==> config.mk <==
export PLATFORM = sky130hd
export DESIGN_NAME = pmod_btn_reader
export DESIGN_NICKNAME = d
export VERILOG_FILES = /design/src/rtl/pmod_btn_reader.sv
export SDC_FILE = /design/constraint.sdc
export NUM_CORES = 1
export LEC_CHECK = 0
export ABC_AREA = 1
export BUFFER_PORTS_ARGS = -buffer_cell sky130_fd_sc_hd__buf_2
export CORE_MARGIN = 4
export CORE_UTILIZATION = 58
export CTS_CLUSTER_DIAMETER = 100
export CTS_CLUSTER_SIZE = 10
export DETAILED_ROUTE_END_ITERATION = 16
export PLACE_DENSITY_LB_ADDON = 0.12
export SYNTH_ARGS = -nofsm -noshare
export SYNTH_HDL_FRONTEND = slang
export SYNTH_SLANG_ARGS = --single-unit
==> constraint.sdc <==
create_clock -name clk_i -period 2.1 [get_ports clk_i]
set_input_delay 0.42 -clock clk_i [delete_from_list [all_inputs] [get_ports clk_i]]
set_output_delay 0.42 -clock clk_i [all_outputs]
set_load 0.02 [all_outputs]
==> src/rtl/pmod_btn_reader.sv <==
// Four-button PMOD front end: synchroniser, prescaled debouncer, press/release pulses,
// and a 7-bit up/down/clear counter with a hold mode for the LED PMOD.
module pmod_btn_reader #(
  parameter int PRESCALE   = 12000,
  parameter int DB_COUNT   = 8,
  parameter int ACTIVE_LOW = 0
) (
  input  logic       clk_i,
  input  logic       rst_i,
  input  logic [3:0] btn_raw_i,
  output logic [3:0] btn_state_o,
  output logic [3:0] btn_press_o,
  output logic [3:0] btn_release_o,
  output logic [6:0] value_o,
  output logic       hold_o,
  output logic       wrap_o
);

  localparam int PW = (PRESCALE > 1) ? $clog2(PRESCALE) : 1;
  localparam int DW = (DB_COUNT > 1) ? $clog2(DB_COUNT) : 1;
  localparam logic [PW-1:0] PS_LAST = PW'(PRESCALE - 1);
  localparam logic [DW-1:0] DB_LAST = DW'(DB_COUNT - 1);

  logic [3:0]    cond;
  logic [3:0]    sync1_q, sync2_q;
  logic [PW-1:0] ps_q, ps_d;
  logic          tick;
  logic [DW-1:0] db_cnt_q [4];
  logic [DW-1:0] db_cnt_d [4];
  logic [3:0]    state_q, state_d;
  logic [3:0]    press_q, press_d;
  logic [3:0]    release_q, release_d;
  logic [6:0]    value_q, value_d;
  logic          hold_q, hold_d;
  logic          wrap_q, wrap_d;

  assign cond = (ACTIVE_LOW != 0) ? ~btn_raw_i : btn_raw_i;
  assign tick = (ps_q == PS_LAST);
  assign ps_d = tick ? '0 : ps_q + PW'(1);

  always_comb begin
    state_d   = state_q;
    press_d   = '0;
    release_d = '0;
    for (int i = 0; i < 4; i++) begin
      db_cnt_d[i] = db_cnt_q[i];
      if (tick) begin
        if (sync2_q[i] == state_q[i]) begin
          db_cnt_d[i] = '0;
        end else if (db_cnt_q[i] == DB_LAST) begin
          state_d[i]   = sync2_q[i];
          db_cnt_d[i]  = '0;
          press_d[i]   = sync2_q[i];
          release_d[i] = ~sync2_q[i];
        end else begin
          db_cnt_d[i] = db_cnt_q[i] + DW'(1);
        end
      end
    end
  end

  // Up/down decisions look at the hold level from before this press took effect.
  always_comb begin
    value_d = value_q;
    hold_d  = press_q[3] ? ~hold_q : hold_q;
    wrap_d  = 1'b0;
    if (press_q[2]) begin
      value_d = '0;
    end else if (!hold_q && (press_q[0] != press_q[1])) begin
      if (press_q[0]) begin
        value_d = value_q + 7'd1;
        wrap_d  = (value_q == 7'd127);
      end else begin
        value_d = value_q - 7'd1;
        wrap_d  = (value_q == 7'd0);
      end
    end
  end

  always_ff @(posedge clk_i or posedge rst_i) begin
    if (rst_i) begin
      sync1_q   <= '0;
      sync2_q   <= '0;
      ps_q      <= '0;
      for (int i = 0; i < 4; i++) db_cnt_q[i] <= '0;
      state_q   <= '0;
      press_q   <= '0;
      release_q <= '0;
      value_q   <= '0;
      hold_q    <= 1'b0;
      wrap_q    <= 1'b0;
    end else begin
      sync1_q   <= cond;
      sync2_q   <= sync1_q;
      ps_q      <= ps_d;
      for (int i = 0; i < 4; i++) db_cnt_q[i] <= db_cnt_d[i];
      state_q   <= state_d;
      press_q   <= press_d;
      release_q <= release_d;
      value_q   <= value_d;
      hold_q    <= hold_d;
      wrap_q    <= wrap_d;
    end
  end

  assign btn_state_o   = state_q;
  assign btn_press_o   = press_q;
  assign btn_release_o = release_q;
  assign value_o       = value_q;
  assign hold_o        = hold_q;
  assign wrap_o        = wrap_q;

endmodule

Word-level counts from Yosys, hierarchy flattened
Cells that the tools add are included.
Cells by class
  multiplexer cells: 39
  div/mod/pow operators: 0
  bitwise operators: 9
  order comparisons: 0
  reduce and logical (&&, ||, !) cells: 8
  multiply operators: 0
  add/sub/neg operators: 7
  equality and inequality tests: 11
  shift operators: 0
Operators with widths (count)
  $mux W1: 27
  $mux W3: 8
  $mux W7: 3
  $add A14 B1 Y14 const B: 1
  $eq A14 B14 Y1 const B: 1
  $mux W14: 1
  $add A3 B1 Y3 const B: 4
  $eq A3 B3 Y1 const B: 4
  $reduce_and A3 Y1: 4
  $not A1 Y1: 9
  $add A7 B1 Y7 const B: 1
  $eq A7 B7 Y1 const B: 1
  $logic_not A7 Y1: 1
  $sub A7 B1 Y7 const B: 1
  $eq A1 B1 Y1: 4
  $reduce_bool A2 Y1: 1
  $logic_and A1 B1 Y1: 1
  $logic_not A1 Y1: 1
  $ne A1 B1 Y1: 1
Word-level totals
  memory bits (writable): 0
  latch bits: 0
  bits in registers: 55
  input port bits: 6
  bits in read-only memories: 0
  memories: 0

Depth between registers and ports, before layout
Gate-level depths: netlist of the first run.
  word-level depth: 4
  depth in mapped cells: 10
  gate-level depth less buffers: 10

Worst setup path before layout of the first run
Ideal clock, no wire load.
  path type: register to register
  start point: register press_q[0] (netlist: btn_press_o[0])
  end point: register value_q[6] (netlist: value_o[6])
  data arrival time: 1615 ps
  library setup time: 118 ps
  stages on the path, launching flop included: 8
  data required time: 1982 ps
  clock period less this slack: 1733 ps
  buffers on the path: 0
  setup slack: 367 ps
  path through: dfrtp_1 -> inv_1 -> ha_1 -> or2_2 -> nand3_1 -> nand3_1 -> nand3_1 -> nand2_1
On the way
  word-level cells in the longest chain between the ends: 3
  elaborated cells on any way between the ends: 6
  classes of those cells: eq/ne: 1; mux: 3; reduce/logical: 2
Ends and longest elaborated chain
  start: declaration: RTL line 31  | logic [3:0] press_q, press_d;
  start signal: assignment: RTL line 98  | press_q <= press_d;
  $mux W7 / $ne A1 B1 Y1 (equally long branches): RTL line 70, 69
  $mux W7 / $logic_and A1 B1 Y1 (equally long branches): RTL line 69  | end else if (!hold_q && (press_q[0] != press_q[1])) begin
  $mux W7 / $reduce_bool A2 Y1 (equally long branches)
  end signal: assignment: RTL line 100  | value_q <= value_d;
  end: declaration: RTL line 33  | logic [6:0] value_q, value_d;
Parallel ways exist; a longest one is shown, timed or not. The select of a mux whose other input is x is not followed.
A chain may end at the register's enable or synchronous reset.

Worst setup path after layout of the first run
Ends and elaborated chain as after synthesis.

==> results of run 1 <==
## path summary, 6_finish.rpt
| kind | startpoint | endpoint | slack, ps |
|---|---|---|---|
| hold / removal | rst_i | wrap_o | 80 |
| min in group clk_i | btn_raw_i[1] | sync1_q[1] | 210 |
| hold reg to reg | sync1_q[0] | sync2_q[0] | 360 |
| setup reg to reg | btn_press_o[0] | value_o[6] | 380 |
| max in group asynchronous | rst_i | btn_release_o[3] | 1510 |
| setup / recovery | btn_press_o[0] | value_o[6] | 380 |
## cell type report
| type | count | area share [%] |
|---|---|---|
| sequential | 55 | 45.21 |
| tap | 52 | 2.137 |
| timing repair buffer | 28 | 5.179 |
| inverter | 39 | 4.809 |
| clock buffer | 6 | 2.713 |
| clock inverter | 2 | 0.6576 |
| multi-input combinational | 220 | 39.29 |
## stage by stage
stage	instances	power, mW	utilization [%]
detailed placement	394	1.132	65.74
global route	402	1.810	68.04
floorplan	317	1.114	-
global placement	394	1.131	65.74
CTS	402	1.768	68.04
finish	402	1.742	68.04
## cells by family (layout without fill, tap and decap cells)
group / after synthesis / after routing
buf+inv: 42 / 75
fa+ha+maj: 15 / 15
xor+xnor: 11 / 11
simple gates: 179 / 179
flops: 55 / 55
compound gates: 15 / 15
## cells in the final DEF, fill, tap and decap left out
master                     count
sky130_fd_sc_hd__nand3_1      26
sky130_fd_sc_hd__o21ai_2       1
sky130_fd_sc_hd__o22ai_1       1
sky130_fd_sc_hd__nor2_2        1
sky130_fd_sc_hd__inv_8         1
sky130_fd_sc_hd__nor2_8        2
sky130_fd_sc_hd__xor2_1       11
sky130_fd_sc_hd__buf_4         1
sky130_fd_sc_hd__fa_1          1
sky130_fd_sc_hd__nand4_1      13
sky130_fd_sc_hd__nor2_1       44
sky130_fd_sc_hd__clkinv_4      1
sky130_fd_sc_hd__o21ai_0       7
sky130_fd_sc_hd__o21bai_1      1
sky130_fd_sc_hd__or2_2         3
sky130_fd_sc_hd__nand3b_1      6
sky130_fd_sc_hd__nand2_2       1
sky130_fd_sc_hd__ha_1         14
sky130_fd_sc_hd__buf_12        1
sky130_fd_sc_hd__nand3_2       1
sky130_fd_sc_hd__dfrtp_1      55
sky130_fd_sc_hd__a21oi_1       5
sky130_fd_sc_hd__nor3_1        3
sky130_fd_sc_hd__nand2_4       1
sky130_fd_sc_hd__inv_2         4
sky130_fd_sc_hd__inv_1        35
sky130_fd_sc_hd__buf_2        26
sky130_fd_sc_hd__nand2_1      78
sky130_fd_sc_hd__clkbuf_8      6
## critical path, cell delays in order (launching register included)
cell	delay, ps
sky130_fd_sc_hd__dfrtp_1	470
sky130_fd_sc_hd__inv_1	150
sky130_fd_sc_hd__ha_1	360
sky130_fd_sc_hd__or2_2	310
sky130_fd_sc_hd__nand3_1	110
sky130_fd_sc_hd__nand3_1	80
sky130_fd_sc_hd__nand3_1	90
sky130_fd_sc_hd__nand2_1	60
## per-layer routing
layer | global-route usage (%) | vias to the layer above | wire [um]
met3 | 3.747 | 9 | 170
li1 | - | 1081 | -
met1 | 23.23 | 983 | 2257
met2 | 30.40 | 33 | 2330
met4 | 6.341 | 0 | 74
met5 | 0 | - | 0
## power breakdown
group          internal [mW]  switching, mW
registers               1.07        0.00539
logic                0.00915         0.0278
clock network          0.278          0.356
## sequential cells by signal (all words and copies together) (netlist names)
register,count
ps_q,14
db_cnt_q,12
value_o,7
btn_press_o,4
btn_release_o,4
btn_state_o,4
sync1_q,4
sync2_q,4
hold_o,1
wrap_o,1
==> metrics.txt, run 1 <==
# TYPE chip_impl_metric gauge
chip_impl_info{name="outcome",value="completed"} 1
chip_impl_metric{name="initial_utilization",unit="%"} 61.52
chip_impl_metric{name="grt_pass1_vias",unit=""} 2045
chip_impl_metric{name="worst_skew_pair.late_latency",unit="ps"} 310
chip_impl_metric{name="fp.dieH",unit="um"} 76.89
chip_impl_metric{name="ir_worst_vdd",unit="mV"} 0.4421
chip_impl_metric{name="preCtsSetupSlack",unit="ps"} 394.4
chip_impl_metric{name="synth_area_in_simple_gates",unit="%"} 29.86
chip_impl_metric{name="finalSetupViolCount",unit=""} 0
chip_impl_metric{name="synth_compound_gate_area_share",unit="%"} 3.000
chip_impl_metric{name="fin_worst_hold_slack",unit="ps"} 79.09
chip_impl_metric{name="synthesis.yosys.warnings",unit=""} 0
chip_impl_metric{name="synth-edff-count",unit=""} 0
chip_impl_info{name="cts_tree",value="built"} 1
chip_impl_metric{name="cp_data_arrival_time",unit="ps"} 1930
chip_impl_metric{name="ys_seq_elements",unit=""} 55
chip_impl_metric{name="grt_pass1_wl",unit="mm"} 8.797
chip_impl_metric{name="largest_net_degree_at_the_start_of_global_routing",unit=""} 40
chip_impl_info{name="cts_root_buf",value="sky130_fd_sc_hd__clkbuf_8"} 1
chip_impl_metric{name="setup_tns",unit="ps"} 0
chip_impl_metric{name="crit_required",unit="ps"} 2300
chip_impl_metric{name="muxShareOfSynthArea",unit="%"} 0
chip_impl_metric{name="cts_sink_count",unit=""} 55
chip_impl_metric{name="number_of_rows_created_at_floorplan",unit=""} 24
chip_impl_metric{name="synth.top_cell.area_share",unit="%"} 50.00
chip_impl_metric{name="post_cts_resize_count",unit=""} 0
chip_impl_info{name="synth_most_common_cell",value="sky130_fd_sc_hd__nand2_1"} 1
chip_impl_metric{name="core_area",unit="um2"} 4474
chip_impl_metric{name="multi_input_comb_area",unit="um2"} 1196
chip_impl_info{name="synth_area_leader_cell",value="sky130_fd_sc_hd__dfrtp_1"} 1
chip_impl_metric{name="via_per_inst",unit=""} 5.239
chip_impl_metric{name="hold_viol",unit=""} 0
chip_impl_metric{name="detailedRoute.firstPassIterationCount",unit=""} 4
chip_impl_metric{name="fmaxAchievable",unit="GHz"} 0.5797
chip_impl_metric{name="final_max_slew_viol_count",unit=""} 0
chip_impl_metric{name="clk_pin_slew_worst_paths",unit="ps"} 100
chip_impl_metric{name="postcts_setup_bufs",unit=""} 0
chip_impl_metric{name="drive_gt1_share",unit="%"} 14.29
chip_impl_metric{name="net_count_after_synthesis",unit=""} 338
chip_impl_metric{name="dpl-instance-area",unit="um2"} 2942
chip_impl_metric{name="seq_area_frac_synth",unit="%"} 50.00
chip_impl_info{name="most_frequent_cells_after_synthesis",value="sky130_fd_sc_hd__nand2_1, sky130_fd_sc_hd__dfrtp_1, sky130_fd_sc_hd__nor2_1"} 1
chip_impl_metric{name="timing.clock.skew",unit="ps"} 1.915
chip_impl_metric{name="route.detailed.drc",unit=""} 0
chip_impl_metric{name="clock_tree.buffer_depth",unit=""} 2
chip_impl_metric{name="die_width",unit="um"} 76.89
chip_impl_metric{name="number_of_vias_in_the_routed_layout",unit=""} 2106
chip_impl_metric{name="worst_r2r_path_depth",unit=""} 7
chip_impl_metric{name="timing.final.crit_period",unit="ps"} 1725
chip_impl_metric{name="io_pins",unit=""} 27
chip_impl_metric{name="die-area",unit="um2"} 5912
chip_impl_metric{name="tightestPinTransition",unit="ps"} 498.1
chip_impl_metric{name="maxSlewHeadroom",unit="%"} 66.67
chip_impl_metric{name="number_of_h_tree_levels",unit=""} 2
chip_impl_metric{name="yosys.area_share.adder",unit="%"} 7.091
chip_impl_metric{name="antenna_cells_inserted",unit=""} 0
chip_impl_metric{name="synth-async-reset-ratio",unit="%"} 100.0
chip_impl_metric{name="io_buffer_count",unit=""} 26
chip_impl_info{name="endpoint_kind",value="flop"} 1
chip_impl_metric{name="postLayoutCellArea",unit="um2"} 3044
chip_impl_metric{name="ctsHoldBuffers",unit=""} 0
chip_impl_metric{name="count_of_fill_cells_added_during_filler_insertion",unit=""} 353
chip_impl_metric{name="global_route.usage.total",unit="%"} 18.11
chip_impl_info{name="synth_top_family_by_area",value="simple AND/OR/NAND/NOR gates"} 1
chip_impl_metric{name="p_leak",unit="nW"} 1.736
chip_impl_metric{name="synth_xor_area_share",unit="%"} 3.500
chip_impl_metric{name="post-dp-hpwl",unit="mm"} 3.622
chip_impl_metric{name="final_antenna_net_count",unit=""} 0
chip_impl_metric{name="initialDrtViolationCount",unit=""} 103
chip_impl_metric{name="syn_to_final_growth",unit="%"} 10.59
chip_impl_metric{name="pwr_density_cell",unit="nW/um2"} 572.4
chip_impl_info{name="dominantRegCellSynth",value="sky130_fd_sc_hd__dfrtp_1"} 1
chip_impl_metric{name="layout.nets",unit=""} 370
chip_impl_metric{name="final_critical_path_setup_slack",unit="ps"} 375.0
chip_impl_info{name="yosys-top-cells-area",value="sky130_fd_sc_hd__dfrtp_1, sky130_fd_sc_hd__nand2_1, sky130_fd_sc_hd__ha_1"} 1
chip_impl_metric{name="post_synth.cell_area_avg",unit="um2"} 8.683
chip_impl_metric{name="path_max_fanout",unit=""} 7
chip_impl_info{name="rsz0062_at_grt",value="false"} 1
chip_impl_metric{name="global_route.overflow_total",unit=""} 0
chip_impl_metric{name="postSynthCellCount",unit=""} 317
chip_impl_info{name="timing.critical_path.from_type",value="flop"} 1
chip_impl_metric{name="antenna_found_initial",unit=""} 0
chip_impl_metric{name="synth_cell_types",unit=""} 24
chip_impl_metric{name="drt-wirelength-per-cell",unit="um"} 12.02
chip_impl_metric{name="layout.area.seq",unit="um2"} 1376
chip_impl_metric{name="area_of_the_mapped_netlist",unit="um2"} 2753
chip_impl_metric{name="tritoncts.num_buffers",unit=""} 5
chip_impl_info{name="min_path_type",value="primary input to asynchronous set/reset pin"} 1
chip_impl_metric{name="drv_cap",unit=""} 0
chip_impl_metric{name="timing.final.crit_share",unit="%"} 82.14
chip_impl_metric{name="routabilityCongestion",unit=""} 0.8767
chip_impl_info{name="timing_worst_setup_path_type",value="flop to flop"} 1
chip_impl_metric{name="detail_route.wirelength",unit="mm"} 4.832
No activity file was read; power rests on OpenSTA's default activity.
==> inputs of run 2 (changes only) <==
- CORE_UTILIZATION: 58 -> 53
- clock period: 2.1 -> 1.4 ns (I/O delays scaled with it)
==> run 2 against run 1 <==
The flow now finishes with violations (negative setup slack); clock skew increased by 6.3 ps; clock-buffer cell count shrank 1; sequential share of layout area shrank 6.5 points; first-iteration DRC count up 43%; largest cell class unchanged; sequential cell count unchanged; fmax up 19%; die area is 8.4% higher; cell area up 17%; worst hold slack lost 60 ps; non-clock buffer count is 33 higher; clock power increased by 46%; register-to-register slack worse by 420 ps.
==> metrics.txt, run 2 (same netlist as run 1, synthesis figures left out) <==
# TYPE chip_impl_metric gauge
chip_impl_metric{name="largest_net_degree_at_the_start_of_global_routing",unit=""} 56
chip_impl_metric{name="netSwitchingPower",unit="mW"} 0.6168
chip_impl_metric{name="global_route.overflow_total",unit=""} 0
chip_impl_metric{name="routabilityCongestion",unit=""} 0.8755
chip_impl_info{name="cts_tree",value="built"} 1
chip_impl_metric{name="timing.final.crit_share",unit="%"} 103.4
chip_impl_metric{name="initialDrtViolationCount",unit=""} 147
chip_impl_metric{name="worst_skew_pair.late_latency",unit="ps"} 310
chip_impl_metric{name="path_max_fanout",unit=""} 5
chip_impl_metric{name="drive_gt1_share",unit="%"} 32.55
chip_impl_metric{name="p_int",unit="mW"} 1.979
chip_impl_metric{name="p_leak",unit="nW"} 1.932
chip_impl_metric{name="fmaxAchievable",unit="GHz"} 0.6906
chip_impl_metric{name="power.share.sequential",unit="%"} 61.9
chip_impl_info{name="cts_root_buf",value="sky130_fd_sc_hd__clkbuf_8"} 1
chip_impl_info{name="layout.cells.most_common",value="sky130_fd_sc_hd__nand2_1"} 1
chip_impl_info{name="outcome",value="complete, but fails checks"} 1
chip_impl_info{name="worst_setup_path_startpoint",value="btn_press_o[0]"} 1
chip_impl_info{name="failed_checks",value="negative setup slack"} 1
chip_impl_metric{name="cts_sink_count",unit=""} 55
chip_impl_metric{name="tightestPinTransition",unit="ps"} 553.8
chip_impl_metric{name="final_max_slew_viol_count",unit=""} 0
chip_impl_metric{name="largest_reg_flops",unit=""} 14
chip_impl_metric{name="hold_viol",unit=""} 0
chip_impl_metric{name="crit_required",unit="ps"} 1610
chip_impl_metric{name="timing.final.crit_period",unit="ps"} 1448
chip_impl_metric{name="timing.clock.skew",unit="ps"} 8.243
chip_impl_metric{name="global_route.usage.total",unit="%"} 18.94
chip_impl_metric{name="clk_pin_slew_worst_paths",unit="ps"} 110
chip_impl_metric{name="clock_tree.buffer_depth",unit=""} 2
chip_impl_metric{name="worst_r2r_path_depth",unit=""} 6
chip_impl_info{name="final_cell_mix",value="sky130_fd_sc_hd__nand2_1, sky130_fd_sc_hd__dfrtp_1, sky130_fd_sc_hd__nor2_1"} 1
chip_impl_metric{name="final_critical_path_setup_slack",unit="ps"} -47.97
chip_impl_metric{name="grt_pass1_vias",unit=""} 2138
chip_impl_info{name="rr_startpoint",value="btn_press_o[0]"} 1
chip_impl_metric{name="tritoncts.num_buffers",unit=""} 5
chip_impl_metric{name="finalSetupViolCount",unit=""} 21
chip_impl_info{name="timing.critical_path.from_type",value="flop"} 1
chip_impl_metric{name="antenna_cells_inserted",unit=""} 0
chip_impl_info{name="rsz0062_at_grt",value="true"} 1
chip_impl_metric{name="io_pins",unit=""} 27
chip_impl_info{name="cp_cell_sequence",value="inv_4 -> ha_4 -> or2_4 -> a21oi_2 -> nand3b_1 -> nand2_1"} 1
chip_impl_metric{name="detail_route.wirelength",unit="mm"} 5.789
chip_impl_metric{name="io_buffer_count",unit=""} 26
chip_impl_metric{name="die-area",unit="um2"} 6410
chip_impl_info{name="cp-endpoint",value="value_o[4]"} 1
chip_impl_info{name="crit_slowest_cell",value="sky130_fd_sc_hd__dfrtp_2"} 1
chip_impl_metric{name="maxSlewHeadroom",unit="%"} 62.95
chip_impl_metric{name="die_width",unit="um"} 80.07
chip_impl_metric{name="combinationalPowerShare",unit="%"} 2.4
chip_impl_info{name="regToRegEndpoint",value="value_o[4]"} 1
chip_impl_metric{name="pwr_density_cell",unit="nW/um2"} 729.0
chip_impl_metric{name="core_area",unit="um2"} 4880
chip_impl_metric{name="number_of_h_tree_levels",unit=""} 2
chip_impl_metric{name="swShare",unit="%"} 23.76
chip_impl_metric{name="number_of_rows_created_at_floorplan",unit=""} 25
chip_impl_metric{name="critPathMaxStageDelay",unit="ps"} 460
chip_impl_metric{name="antenna_found_initial",unit=""} 0
chip_impl_info{name="largest_register",value="ps_q"} 1
chip_impl_info{name="endpoint_kind",value="flop"} 1
chip_impl_metric{name="setup.reg_to_reg.worst_slack",unit="ps"} -50
chip_impl_metric{name="grt_pass1_wl",unit="mm"} 9.591
chip_impl_metric{name="postLayoutCoreUtil",unit="%"} 72.97
chip_impl_metric{name="drv_cap",unit=""} 0
chip_impl_metric{name="ir_worst_vdd",unit="mV"} 0.4844
chip_impl_info{name="timing_worst_setup_path_type",value="flop to flop"} 1
chip_impl_info{name="min_path_type",value="primary input to asynchronous set/reset pin"} 1
chip_impl_metric{name="number_of_vias_in_the_routed_layout",unit=""} 2290
chip_impl_metric{name="detailedRoute.firstPassIterationCount",unit=""} 4
chip_impl_metric{name="syn_to_final_growth",unit="%"} 29.36
chip_impl_metric{name="route.detailed.drc",unit=""} 0
chip_impl_metric{name="cp_data_arrival_time",unit="ps"} 1660
chip_impl_metric{name="layout.nets",unit=""} 404
chip_impl_metric{name="drt-wirelength-per-cell",unit="um"} 12.84
chip_impl_metric{name="fp.dieH",unit="um"} 80.07
chip_impl_metric{name="clock_power_share",unit="%"} 35.7
chip_impl_metric{name="final_antenna_net_count",unit=""} 0
chip_impl_metric{name="via_per_inst",unit=""} 5.078
chip_impl_metric{name="post-dp-hpwl",unit="mm"} 3.969
chip_impl_metric{name="setup_tns",unit="ps"} -429.5
chip_impl_metric{name="initial_utilization",unit="%"} 56.41
-- run 2: cell type report --
cell class | count | area (um2)
sequential | 55 | 1380
multi-input combinational | 220 | 1373
fill | 366 | 1319
timing repair buffer | 61 | 461.7
inverter | 39 | 165.2
tap | 67 | 83.83
clock buffer | 5 | 68.82
clock inverter | 3 | 22.52
timing repair inverter | 1 | 6.256
-- run 2: critical path, delay by kind of cell (launching register included) --
family          cells  cell delay [ps]
simple gates        3              430
compound gates      1              120
flops               1              460
fa+ha+maj           1              220
buf+inv             1              120
-- run 2: worst min path at each step --
stage / endpoint / depth (start not counted) / slack (ps)
floorplan: sync1_q[0] / 0 / 310
global placement: sync2_q[1] / 0 / 330
detailed placement: sync2_q[2] / 0 / 340
CTS: wrap_o / 3 / 30
global route: value_o[3] / 3 / 50
finish: wrap_o / 3 / 20
-- run 2: power groups by stage --
| stage | clock network, mW | logic [mW] | registers (mW) |
|---|---|---|---|
| 2_1_floorplan | 0 | 0.0346 | 1.64 |
| 3_3_place_gp | 0 | 0.0616 | 1.64 |
| 3_5_place_dp | 0 | 0.0627 | 1.64 |
| 4_1_cts | 0.950 | 0.0643 | 1.61 |
| 5_1_grt | 1.00 | 0.0707 | 1.61 |
| 6_report | 0.926 | 0.0617 | 1.61 |
-- run 2: timing repair --
action / 4_1_cts / 5_1_grt
gates cloned: 0 / 1
buffers inserted: 0 / 6
resized for setup: 17 / 30
pin swaps: 11 / 12
hold buffers: 0 / 0
endpoints found under the setup margin: 26 / 39
-- run 2: stage by stage --
step	setup slack, ps	instances	area, um2	hold WS, ps	total power [mW]
3_3_place_gp	-60.69	436	3253	333.5	1.700
5_1_grt	-109.9	451	3561	45.03	2.682
3_5_place_dp	-97.99	436	3253	335.5	1.702
4_1_cts	-50.57	444	3411	30.86	2.622
6_report	-47.97	451	3561	19.52	2.596
2_1_floorplan	-93.52	317	2818	311.4	1.672
-- run 2: routing by layer --
layer | global-route usage (%) | vias up | part of all wire [%]
met4 | 5.236 | 0 | 0.71
met3 | 3.027 | 4 | 3.6
met1 | 26.00 | 1101 | 45
li1 | - | 1143 | -
met5 | 0 | - | 0
met2 | 31.13 | 42 | 50
